==> config.mk <==
export PLATFORM = sky130hd
export DESIGN_NAME = ibf_cfg_ctrl
export DESIGN_NICKNAME = d
export VERILOG_FILES = /design/src/rtl/ibf_cfg_ctrl.sv
export SDC_FILE = /design/constraint.sdc
export NUM_CORES = 1
export LEC_CHECK = 0
export BUFFER_PORTS_ARGS = -buffer_cell sky130_fd_sc_hd__buf_4
export CAP_MARGIN = 20
export CELL_PAD_IN_SITES_DETAIL_PLACEMENT = 2
export CELL_PAD_IN_SITES_GLOBAL_PLACEMENT = 2
export CORE_MARGIN = 2
export CORE_UTILIZATION = 38
export CTS_CLUSTER_SIZE = 12
export DETAILED_ROUTE_END_ITERATION = 10
export HOLD_SLACK_MARGIN = 0.08
export PLACE_DENSITY = 0.88
export SLEW_MARGIN = 20
export SYNTH_ARGS = -nofsm -noshare
export SYNTH_HDL_FRONTEND = slang
export SYNTH_SLANG_ARGS = --single-unit
==> constraint.sdc <==
create_clock -name clk -period 3.1 [get_ports clk]
set_clock_uncertainty 0.05 [all_clocks]
set_input_delay 0.62 -clock clk [delete_from_list [all_inputs] [get_ports clk]]
set_output_delay 0.62 -clock clk [all_outputs]
set_load 0.03 [all_outputs]
==> src/rtl/ibf_cfg_ctrl.sv <==
// rtl/ibf_cfg_ctrl.sv - config-RAM write controller that drains the datapath before rewriting a mode entry
// Optional IBF_CFG_MODE_FILTER_EN: stall and drain only beats whose mode matches the entry being rewritten.
module ibf_cfg_ctrl #(
  parameter int MODE_WIDTH     = 2,
  parameter int STAGE_NUM_2_2  = 2,
  parameter int CFG_DATA_WIDTH = 8,
  parameter int LATENCY        = 3
) (
  input  logic                      clk,
  input  logic                      rst,
  input  logic                      cfg_vld_i,
  output logic                      cfg_rdy_o,
  input  logic [7:0]                cfg_sel_i,
  input  logic [MODE_WIDTH-1:0]     cfg_addr_i,
  input  logic [CFG_DATA_WIDTH-1:0] cfg_data_i,
  input  logic                      dval_i,
  input  logic [MODE_WIDTH-1:0]     mode_i,
  output logic                      in_ready_o,
  output logic                      dval_o,
  output logic [MODE_WIDTH-1:0]     mode_o,
  output logic                      wr_en_2_2_o,
  output logic [7:0]                sram_sel_2_2_o,
  output logic [MODE_WIDTH-1:0]     wr_addr_o,
  output logic [CFG_DATA_WIDTH-1:0] wr_cfg_o,
  output logic                      wr_en_2_1_o,
  output logic                      busy_o,
  output logic                      err_o
);

  typedef enum logic [1:0] {IDLE, DRAIN, WRITE, SETTLE} state_t;

  localparam logic [7:0] STAGE_LIM = 8'(STAGE_NUM_2_2);
  localparam logic [7:0] MUX_SEL   = 8'hFF;

  state_t                    state_q;
  logic [7:0]                sel_q;
  logic [MODE_WIDTH-1:0]     addr_q;
  logic [CFG_DATA_WIDTH-1:0] data_q;
  logic                      wr_en_2_2_q, wr_en_2_1_q, err_q;
  logic [7:0]                sram_sel_q;
  logic [MODE_WIDTH-1:0]     wr_addr_q, mode_q, mode_d;
  logic [CFG_DATA_WIDTH-1:0] wr_cfg_q;
  logic [LATENCY-1:0]        infl_q, infl_d;
  logic                      take, sel_legal, drain_done, idle;

  assign idle      = (state_q == IDLE);
  assign take      = dval_i & in_ready_o;
  assign sel_legal = (cfg_sel_i < STAGE_LIM) || (cfg_sel_i == MUX_SEL);
  assign mode_d    = take ? mode_i : mode_q;

  // Drain completes on the first cycle whose next in-flight state holds no blocking beat.
  always_comb begin
    infl_d    = '0;
    infl_d[0] = take;
    for (int i = 1; i < LATENCY; i++) infl_d[i] = infl_q[i-1];
  end

`ifdef IBF_CFG_MODE_FILTER_EN
  logic [MODE_WIDTH-1:0] infl_mode_q [LATENCY];
  logic [MODE_WIDTH-1:0] infl_mode_d [LATENCY];

  assign in_ready_o = idle | (mode_i != addr_q);

  always_comb begin
    infl_mode_d[0] = mode_d;
    for (int i = 1; i < LATENCY; i++) infl_mode_d[i] = infl_mode_q[i-1];
    drain_done = 1'b1;
    for (int i = 0; i < LATENCY; i++)
      if (infl_d[i] && (infl_mode_d[i] == addr_q)) drain_done = 1'b0;
  end

  always_ff @(posedge clk or posedge rst) begin
    if (rst) begin
      for (int i = 0; i < LATENCY; i++) infl_mode_q[i] <= '0;
    end else begin
      for (int i = 0; i < LATENCY; i++) infl_mode_q[i] <= infl_mode_d[i];
    end
  end
`else
  assign in_ready_o = idle;
  assign drain_done = (infl_d == '0);
`endif

  always_ff @(posedge clk or posedge rst) begin
    if (rst) begin
      infl_q <= '0;
      mode_q <= '0;
    end else begin
      infl_q <= infl_d;
      mode_q <= mode_d;
    end
  end

  always_ff @(posedge clk or posedge rst) begin
    if (rst) begin
      state_q     <= IDLE;
      sel_q       <= '0;
      addr_q      <= '0;
      data_q      <= '0;
      wr_en_2_2_q <= 1'b0;
      wr_en_2_1_q <= 1'b0;
      sram_sel_q  <= '0;
      wr_addr_q   <= '0;
      wr_cfg_q    <= '0;
      err_q       <= 1'b0;
    end else begin
      wr_en_2_2_q <= 1'b0;
      wr_en_2_1_q <= 1'b0;
      case (state_q)
        IDLE: begin
          if (cfg_vld_i) begin
            if (sel_legal) begin
              sel_q   <= cfg_sel_i;
              addr_q  <= cfg_addr_i;
              data_q  <= cfg_data_i;
              state_q <= DRAIN;
            end else begin
              err_q <= 1'b1;
            end
          end
        end
        DRAIN: begin
          if (drain_done) begin
            wr_en_2_2_q <= (sel_q < STAGE_LIM);
            wr_en_2_1_q <= !(sel_q < STAGE_LIM);
            sram_sel_q  <= sel_q;
            wr_addr_q   <= addr_q;
            wr_cfg_q    <= data_q;
            state_q     <= WRITE;
          end
        end
        WRITE:   state_q <= SETTLE;
        SETTLE:  state_q <= IDLE;
        default: state_q <= IDLE;
      endcase
    end
  end

  assign cfg_rdy_o      = idle;
  assign busy_o         = !idle;
  assign err_o          = err_q;
  assign dval_o         = infl_q[0];
  assign mode_o         = mode_q;
  assign wr_en_2_2_o    = wr_en_2_2_q;
  assign wr_en_2_1_o    = wr_en_2_1_q;
  assign sram_sel_2_2_o = sram_sel_q;
  assign wr_addr_o      = wr_addr_q;
  assign wr_cfg_o       = wr_cfg_q;

endmodule

# == Yosys cells after proc, flatten, opt, wreduce, memory -nomap -nowiden ==
# Cells that the tools add are included.
# word_totals
input_bits,24
mem_bits_rw,0
rom_bits,0
latch_bits,0
output_inout_bits,27
ff_bits,45
elab_cells,40
memories,0
# classes
muxes,8
n_lt_le_gt_ge,2
reduce_logical,9
shift,0
n_bitwise,2
eq_ne,7
mul,0
addsub,0
n_div,0
# op_table
operator,n
$lt 8x2->1 const B,2
$reduce_and 3->1,3
$eq 8x8->1 const B,1
$pmux 2 s4,1
$mux 2,3
$eq 2x2->1 const B,2
$mux 1,4
$ne 2x2->1 const B,2
$logic_not 3->1,1
$eq 2x1->1 const B,1
$logic_not 1->1,2
$logic_not 2->1,1
$ne 2x1->1 const B,1
$reduce_and 2->1,1
$and 1x1->1,1
$logic_or 1x1->1,1
$not 1->1,1

# == Longest topological paths before layout ==
# Gate-level depths: netlist of the first run.
# logic_depth
word_depth,5
ltp_mapped,6

# == Worst setup path before layout of the first run ==
# OpenSTA, ideal clock, no wires.
# synth_timing
path_kind,input -> register
from,in cfg_sel_i[6]
to,reg addr_q[1]
setup_time_ps,125
n_path_buf,1
cell_stages,5
arrival_ps,2108
slack_ps,817
required_ps,2925
cell_sequence,or4_4 nor4_4 o211ai_4 buf_6 mux2_4
# synth_between
elab_chain_len,3
elab_cells_between_ends,4
cone_classes,order compare (1); eq/ne (1); reduce/logical (2)
# synth_rtl
element,line_no,source
"start, declared",13,"input logic [7:0] cfg_sel_i,"
$lt 8x2->1 / $eq 8x8->1 (equally long branches),48,assign sel_legal = (cfg_sel_i < STAGE_LIM) || (cfg_sel_i == MUX_SEL);
$logic_or 1x1->1 (*),48,
$reduce_and 3->1 (no source line) (*),-,
"end signal, assigned",114,addr_q <= cfg_addr_i;
"end, declared",37,logic [MODE_WIDTH-1:0] addr_q;
# Every way passes the cells marked *; elsewhere a longest branch is shown, timed or not.
# A chain may end at the register's enable or synchronous reset.

# == Worst setup path in the final report of the first run ==
# layout_timing
from,reg state_q[1]
to,reg state_q[1]
# layout_between
elab_chain_len,5
elab_cells_between_ends,11
cone_classes,eq/ne (6); mux (1); bitwise (1); reduce/logical (3)
# layout_rtl
element,line_no,source
"start, declared",35,state_t state_q;
"start signal, assigned",96,state_q <= IDLE;
"start signal, assigned",116,state_q <= DRAIN;
"start signal, assigned",129,state_q <= WRITE;
$logic_not 2->1,"46, 109",
$and 1x1->1,47,assign take = dval_i & in_ready_o;
$logic_not 3->1,81,assign drain_done = (infl_d == '0);
$ne 2x2->1 (no source line),-,
$reduce_and 3->1 (no source line),-,
# Several ways; a longest one is shown, not always the timed one.

==> impl_metrics.env, run 1 <==
export IMPL_outcome="finished clean"
export IMPL_dp_final_hpwl_mm=3.276
export IMPL_fp_coreArea_mm2=0.004786
export IMPL_path_clk_slew_ps=90
export IMPL_fin_util=0.5093
export IMPL_synth_compound_area_frac=0.04444
export IMPL_cts_hold_buf=0
export IMPL_synthSimpleGateAreaFrac=0.06667
export IMPL_drt_iter0_drc=33
export IMPL_irDropWorstVdd_mv=0.3866
export IMPL_post_cts_buffers=0
export IMPL_max_slew_margin_rel=0.3789
export IMPL_cts_num_sinks=45
export IMPL_max_clock_freq_ghz=0.4336
export IMPL_crit_fanout=7
export IMPL_first_pass_iters=3
export IMPL_start_kind="register"
export IMPL_num_rows=25
export IMPL_syn_area_mm2=0.001914
export IMPL_synth_top_family_by_area="multiplexers"
export IMPL_gp_congestion=0.7404
export IMPL_finalSetupViolCount=0
export IMPL_ys_types=25
export IMPL_slowest_delay_ps=490
export IMPL_min_path_type="register to register"
export IMPL_wl_mm=4.523
export IMPL_syn2layout_area_growth_pct=27.32
export IMPL_drc_errors=0
export IMPL_grt_pass1_wl_mm=7.155
export IMPL_multiInputGateArea_um2=739.5
export IMPL_syn_inst=127
export IMPL_synth_xor_area_frac=0
export IMPL_min_period_ps=2306
export IMPL_synthMuxAreaShare=0.2490
export IMPL_via_count=1233
export IMPL_overflow=0
export IMPL_grt_use_total=0.1770
export IMPL_final_cell_mix="51 x buf_4, 45 x dfrtp_1, 29 x mux2_2, 10 x mux2_4, 6 x nor2_1"
export IMPL_path_delay_family="simple AND/OR/NAND/NOR gates"
export IMPL_cp_arrival_ps=2420
export IMPL_dieArea_mm2=0.005621
export IMPL_ios=51
export IMPL_tritoncts="built"
export IMPL_criticalPathCategory="register to register"
export IMPL_clk_latency_ps=290
export IMPL_cts_resized=0
export IMPL_layout_nets=208
export IMPL_die_x_um=74.98
export IMPL_layout_commonest_cell="buf_4"
export IMPL_grt_antenna_before_repair=0
export IMPL_dp_slack_ps=517.7
export IMPL_cts_made_buffers=5
export IMPL_yosys_warnings=0
export IMPL_final_antenna_net_count=0
export IMPL_synthAdderAreaFrac=0.02614
export IMPL_setup_ws_ps=793.6
export IMPL_register_area_mm2=0.001126
export IMPL_fin_tns_setup_ps=0
export IMPL_crit_chain="inv_1 > ha_1 > nand2_1 > a21bo_2 > and3_1 > or4_1"
export IMPL_syn_avg_cell_area_um2=15.07
export IMPL_hold_violations=0
export IMPL_place_inst=240
export IMPL_clk_path_buf_depth=2
export IMPL_ctsRootBufferMaster="clkbuf_8"
export IMPL_p_leak_nw=1.286
export IMPL_powerDensity_mw_per_mm2=860.6
export IMPL_die_y_um=74.98
export IMPL_grt_max_degree=46
export IMPL_start_util=0.4000
export IMPL_port_buffers=50
export IMPL_critPathCaptureType="register"
export IMPL_crit_required_ps=3210
export IMPL_critPathBufInv=1
export IMPL_ys_seq_elements=45
export IMPL_worst_slew_pin_slew_ps=930.2
export IMPL_diodes=0
export IMPL_cp_slowest_cell="or4_1"
export IMPL_final_layout_size_suffix_gt1_frac=0.5746
export IMPL_syn_nets=155
export IMPL_slew_violations=0
export IMPL_h_tree_depth=2
export IMPL_finalNonFillerCells=248
export IMPL_grt_pass1_vias=1374
export IMPL_holdWs_ps=359.6
export IMPL_fill_cells=474
export IMPL_rsz0062_at_grt="no"
export IMPL_timing_final_crit_share=0.7440
export IMPL_wl_per_cell_um=18.24
export IMPL_cap_violations=0
export IMPL_yosysSeqAreaShare=0.5882
export IMPL_vias_per_cell=4.972
cells by family after synthesis:
family / count (synthesis)
buf+inv: 10
compound gates: 8
fa+ha+maj: 4
simple gates: 21
mux: 39
flops: 45
registers in the layout (all words and copies together) (netlist names):
signal	cells
sram_sel_2_2_o	8
infl_q	2
addr_q	2
sel_q	8
mode_o	2
wr_en_2_2_o	1
state_q	2
wr_en_2_1_o	1
wr_addr_o	2
err_o	1
data_q	8
wr_cfg_o	8
final cells by class:
| class | count | share of cell area |
|---|---|---|
| Clock buffer | 5 | 0.02823 |
| Clock inverter | 3 | 0.007187 |
| Inverter | 5 | 0.007700 |
| Multi-Input combinational cell | 72 | 0.3034 |
| Sequential cell | 45 | 0.4620 |
| Tap cell | 67 | 0.03439 |
| Timing Repair Buffer | 51 | 0.1571 |
per-stage QoR:
stage | power, mW | cell area, um^2
final | 2.098 | 2437
after detailed placement | 1.763 | 2351
after global placement | 1.706 | 2351
after floorplan | 1.422 | 1914
after global routing | 2.220 | 2437
after CTS | 2.130 | 2437
synthesized netlist by cell type (all sizes together):
cell	n	area, um^2
a21bo	1	10.01
a21oi	1	5.000
a31o	1	8.760
and3	1	6.260
buf	2	18.77
clkbuf	3	11.26
dfrtp	45	1126
ha	4	50.05
inv	5	18.77
mux2	39	476.7
nand2	2	7.510
nand3	1	5.000
nand4	2	12.51
nor2	6	22.52
nor3	3	15.01
nor4	2	27.53
o2111a	2	22.52
o211ai	1	21.27
o41ai	2	17.52
or3	2	12.51
or4	2	18.77
path summary, 6_finish.rpt:
| path | startpoint | to | slack, ps | depth (start not counted) |
|---|---|---|---|---|
| max | state_q[1]$_DFFE_PP0P_ | state_q[1]$_DFFE_PP0P_ | 790 | 6 |
| min | infl_q[0]$_DFF_PP0_ | infl_q[1]$_DFF_PP0_ | 360 | 0 |
| max reg2reg | state_q[1]$_DFFE_PP0P_ | state_q[1]$_DFFE_PP0P_ | 790 | 6 |
| min reg2reg | infl_q[0]$_DFF_PP0_ | infl_q[1]$_DFF_PP0_ | 360 | 0 |
| max in group asynchronous | rst | addr_q[0]$_DFFE_PP0P_ | 1930 | 2 |
| min in group asynchronous | rst | wr_cfg_o[1]$_DFFE_PP0P_ | 480 | 2 |
metal layers:
layer / global-route usage / vias to the layer above / share of wire
li1: - / 560 / -
met2: 0.3158 / 40 / 0.54
met4: 0.05357 / 0 / 0.0075
met3: 0.04819 / 2 / 0.055
met1: 0.2072 / 631 / 0.40
met5: 0 / - / 0
where the power goes:
| part | leakage [nW] | internal (mW) | switching [mW] |
|---|---|---|---|
| clock network | 0.0439 | 0.156 | 0.194 |
| logic | 0.636 | 0.388 | 0.538 |
| registers | 0.607 | 0.733 | 0.0888 |
| total | 1.29 | 1.28 | 0.821 |
(Power assumes the default switching activity.)
==> run 2, diff against run 1 <==
Settings changed: CORE_UTILIZATION 38 to 35, PLACE_DENSITY 0.88 to 0.82.
Clock period 3.1 ns to 2.2 ns, I/O delays scaled along.
==> impl_metrics.env, run 2 (synthesized netlist as in run 1, its figures left out) <==
export IMPL_outcome="finished clean"
export IMPL_crit_chain="inv_1 > ha_2 > nand2_1 > a21bo_2 > and3_1 > or4_1"
export IMPL_met3_length_um=201
export IMPL_rsz0062_at_grt="no"
export IMPL_holdWs_ps=77.90
export IMPL_cap_violations=0
export IMPL_start_util=0.3678
export IMPL_cts_hold_buf=0
export IMPL_cp_slowest_cell="or4_1"
export IMPL_grt_max_degree=29
export IMPL_drt_iter0_drc=30
export IMPL_die_y_um=77.96
export IMPL_crit_fanout=6
export IMPL_critPathCaptureType="register"
export IMPL_critPathBufInv=1
export IMPL_dieArea_mm2=0.006077
export IMPL_final_cell_mix="53 x buf_4, 45 x dfrtp_1, 29 x mux2_2, 10 x mux2_4"
export IMPL_cts_resized=0
export IMPL_ios=51
export IMPL_top_layer="met4"
export IMPL_tritoncts="built"
export IMPL_crit_required_ps=2320
export IMPL_overflow=0
export IMPL_fp_coreArea_mm2=0.005205
export IMPL_port_buffers=50
export IMPL_worst_slew_pin_slew_ps=534.3
export IMPL_max_slew_margin_rel=0.6425
export IMPL_first_pass_iters=4
export IMPL_post_cts_buffers=0
export IMPL_num_rows=26
export IMPL_vias_per_cell=4.851
export IMPL_h_tree_depth=2
export IMPL_cp_arrival_ps=2210
export IMPL_die_x_um=77.96
export IMPL_cts_made_buffers=5
export IMPL_layout_commonest_cell="buf_4"
export IMPL_min_path_type="input port to asynchronous set/reset pin"
export IMPL_p_leak_nw=1.324
export IMPL_fill_cells=506
export IMPL_ctsRootBufferMaster="clkbuf_8"
export IMPL_final_layout_size_suffix_gt1_frac=0.5892
export IMPL_cts_num_sinks=45
export IMPL_gp_congestion=0.8087
export IMPL_timing_final_crit_share=0.9513
export IMPL_via_count=1237
export IMPL_start_kind="register"
export IMPL_path_delay_family="simple AND/OR/NAND/NOR gates"
export IMPL_drc_errors=0
export IMPL_grt_pass1_vias=1442
export IMPL_clk_path_buf_depth=2
export IMPL_layout_nets=212
export IMPL_wl_mm=4.396
export IMPL_min_period_ps=2093
export IMPL_irDropWorstVdd_mv=0.4556
export IMPL_fin_tns_setup_ps=0
export IMPL_final_antenna_net_count=0
export IMPL_fin_util=0.4820
export IMPL_criticalPathCategory="register to register"
export IMPL_wl_per_cell_um=17.24
export IMPL_grt_antenna_before_repair=0
export IMPL_finalInstanceArea_mm2=0.002509
export IMPL_placed_area_mm2=0.002412
export IMPL_grt_pass1_wl_mm=7.314
export IMPL_diodes=0
export IMPL_dp_final_hpwl_mm=3.317
export IMPL_syn2layout_area_growth_pct=31.05
export IMPL_clk_latency_ps=300
export IMPL_powerDensity_mw_per_mm2=1210
export IMPL_finalSetupViolCount=0
export IMPL_grt_use_total=0.1555
export IMPL_path_clk_slew_ps=90
export IMPL_hold_violations=0
export IMPL_slowest_delay_ps=510
export IMPL_max_clock_freq_ghz=0.4778
export IMPL_met1Wirelength_mm=1.824
export IMPL_slew_violations=0
export IMPL_routed_wl_met2_mm=2.353
run 2: path summary, 6_finish.rpt:
check,start,end,slack (ps),depth (start not counted)
min in group clk,cfg_addr_i[1],addr_q[1]$_DFFE_PP0P_,320,2
worst max register to register,state_q[1]$_DFFE_PP0P_,state_q[1]$_DFFE_PP0P_,110,6
worst min-delay path,rst,sel_q[0]$_DFFE_PP0P_,80,2
worst min register to register,infl_q[0]$_DFF_PP0_,infl_q[1]$_DFF_PP0_,360,0
max in group asynchronous,rst,sel_q[4]$_DFFE_PP0P_,1320,3
worst max-delay path,state_q[1]$_DFFE_PP0P_,state_q[1]$_DFFE_PP0P_,110,6
run 2: area by class of cell:
| class | count | area [um^2] | share of cell area |
|---|---|---|---|
| timing repair buffer | 55 | 437.9 | 0.1746 |
| clock buffer | 6 | 82.58 | 0.03292 |
| tap | 70 | 87.58 | 0.03491 |
| multi-input combinational | 72 | 742.0 | 0.2958 |
| sequential | 45 | 1126 | 0.4489 |
| inverter | 5 | 18.77 | 0.007481 |
| clock inverter | 2 | 13.76 | 0.005486 |
run 2: metal layers:
| layer | vias up | track usage |
|---|---|---|
| li1 | 572 | - |
| met1 | 623 | 0.1788 |
| met2 | 38 | 0.2810 |
| met3 | 4 | 0.04884 |
| met4 | 0 | 0.03684 |
| met5 | - | 0 |
run 2: power breakdown:
group	total [mW]	leakage, nW	switching, mW	internal (mW)
Combinational	1.36	0.666	0.770	0.585
Sequential	1.15	0.607	0.116	1.03
Clock	0.532	0.0512	0.277	0.255
Total	3.04	1.32	1.16	1.87
run 2: per-stage QoR:
stage	setup WS, ps	std cells	power [mW]
finish	107.1	255	3.036
global route	1.282	255	3.205
CTS	96.88	255	3.076
detailed placement	-3.751	247	2.529
global placement	65.39	247	2.440
floorplan	108.0	127	2.009
==> run 3, diff against run 2 <==
Settings changed: MAX_ROUTING_LAYER set to met4.
==> impl_metrics.env, run 3 (synthesized netlist as in run 1, its figures left out) <==
export IMPL_start_util=0.3678
export IMPL_first_pass_iters=4
export IMPL_slowest_delay_ps=510
export IMPL_cts_num_sinks=45
export IMPL_num_rows=26
export IMPL_crit_chain="inv_1 > ha_2 > nand2_1 > a21bo_2 > and3_1 > or4_1"
export IMPL_layout_nets=212
export IMPL_outcome="finished clean"
export IMPL_fill_cells=506
export IMPL_powerDensity_mw_per_mm2=1212
export IMPL_combPwrFrac=0.447
export IMPL_irDropWorstVdd_mv=0.4570
export IMPL_p_int_mw=1.872
export IMPL_timing_final_crit_share=0.9500
export IMPL_syn2layout_area_growth_pct=31.05
export IMPL_die_x_um=77.96
export IMPL_cts_hold_buf=0
export IMPL_rsz0062_at_grt="no"
export IMPL_layout_commonest_cell="buf_4"
export IMPL_hold_violations=0
export IMPL_grt_antenna_before_repair=0
export IMPL_cp_arrival_ps=2210
export IMPL_crit_fanout=6
export IMPL_cp_slowest_cell="or4_1"
export IMPL_wl_mm=4.399
export IMPL_final_cell_mix="53 x buf_4, 45 x dfrtp_1, 29 x mux2_2, 10 x mux2_4"
export IMPL_grt_use_total=0.1604
export IMPL_drc_errors=0
export IMPL_multiInputGateArea_um2=742.0
export IMPL_worst_slew_pin_slew_ps=527.8
export IMPL_clk_path_buf_depth=2
export IMPL_overflow=0
export IMPL_start_kind="register"
export IMPL_min_path_type="input port to asynchronous set/reset pin"
export IMPL_finalInstanceArea_mm2=0.002509
export IMPL_slew_violations=0
export IMPL_max_slew_margin_rel=0.6468
export IMPL_holdWs_ps=77.73
export IMPL_ctsRootBufferMaster="clkbuf_8"
export IMPL_dp_final_hpwl_mm=3.317
export IMPL_cts_made_buffers=5
export IMPL_ios=51
export IMPL_grt_pass1_vias=1439
export IMPL_dieArea_mm2=0.006077
export IMPL_fp_coreArea_mm2=0.005205
export IMPL_pwr_share_clk=0.175
export IMPL_p_leak_nw=1.324
export IMPL_grt_max_degree=29
export IMPL_via_count=1241
export IMPL_final_antenna_net_count=0
export IMPL_gp_congestion=0.8206
export IMPL_crit_required_ps=2320
export IMPL_path_clk_slew_ps=90
export IMPL_diodes=0
export IMPL_drt_iter0_drc=32
export IMPL_finalSetupViolCount=0
export IMPL_cts_resized=0
export IMPL_post_cts_buffers=0
export IMPL_final_layout_size_suffix_gt1_frac=0.5892
export IMPL_port_buffers=50
export IMPL_grt_pass1_wl_mm=7.341
export IMPL_die_y_um=77.96
export IMPL_register_area_mm2=0.001126
export IMPL_max_clock_freq_ghz=0.4785
export IMPL_placed_area_mm2=0.002412
export IMPL_vias_per_cell=4.867
export IMPL_pwr_share_seq=0.378
export IMPL_h_tree_depth=2
export IMPL_critPathCaptureType="register"
export IMPL_criticalPathCategory="register to register"
export IMPL_min_period_ps=2090
export IMPL_wl_per_cell_um=17.25
export IMPL_p_sw_frac=0.3842
export IMPL_cap_violations=0
export IMPL_clk_latency_ps=300
export IMPL_p_sw_mw=1.168
export IMPL_tritoncts="built"
-- run 3: path summary, 6_finish.rpt --
kind                                   startpoint                endpoint  slack, ps  cells after the start
max                        state_q[1]$_DFFE_PP0P_  state_q[1]$_DFFE_PP0P_        110                      6
min                                           rst    sel_q[0]$_DFFE_PP0P_         80                      2
max reg2reg                state_q[1]$_DFFE_PP0P_  state_q[1]$_DFFE_PP0P_        110                      6
min reg2reg                   infl_q[0]$_DFF_PP0_     infl_q[1]$_DFF_PP0_        360                      0
max in group asynchronous                     rst    sel_q[4]$_DFFE_PP0P_       1320                      3
min in group clk                    cfg_addr_i[1]   addr_q[1]$_DFFE_PP0P_        320                      2
-- run 3: worst max-delay path: cells and delay by family, from the launching register on --
kind | cells | cell delay (ps)
AOI/OAI and AO/OA | 1 | 280
adders and majority gates | 1 | 220
buffers and inverters | 1 | 170
DFF | 1 | 390
and+or+nand+nor | 3 | 850
-- run 3: cell type report --
class	instances	share of cell area
multi-input cells	72	0.2958
clock inverters	2	0.005486
well taps	70	0.03491
repair buffers	55	0.1746
clock buffers	6	0.03292
inverters	5	0.007481
flip-flops and latches	45	0.4489
-- run 3: routing by layer --
layer  vias up  share of wire  wire length (um)  track usage
li1        572              -                 -            -
met1       629           0.42              1852       0.1818
met2        36           0.53              2350       0.2810
met3         4          0.040               178      0.04651
met4         0         0.0041                18      0.03684
met5         -              0                 0            -
-- run 3: per-stage QoR --
step	setup WS, ps	power, mW	TNS (ps)	instances	util
floorplan	108.0	2.009	0	127	-
global placement	65.39	2.440	0	247	0.4635
detailed placement	-3.751	2.529	-3.751	247	0.4635
CTS	96.88	3.076	0	255	0.4820
global route	1.282	3.205	0	255	0.4820
finish	110.0	3.040	0	255	0.4820
-- run 3: power groups by stage --
| stage | logic [mW] | clock network (mW) | registers, mW |
|---|---|---|---|
| 4_1_cts | 1.37 | 0.549 | 1.15 |
| 3_5_place_dp | 1.36 | 0 | 1.17 |
| 2_1_floorplan | 0.582 | 0 | 1.43 |
| 6_report | 1.36 | 0.533 | 1.15 |
| 5_1_grt | 1.45 | 0.580 | 1.18 |
| 3_3_place_gp | 1.29 | 0 | 1.15 |
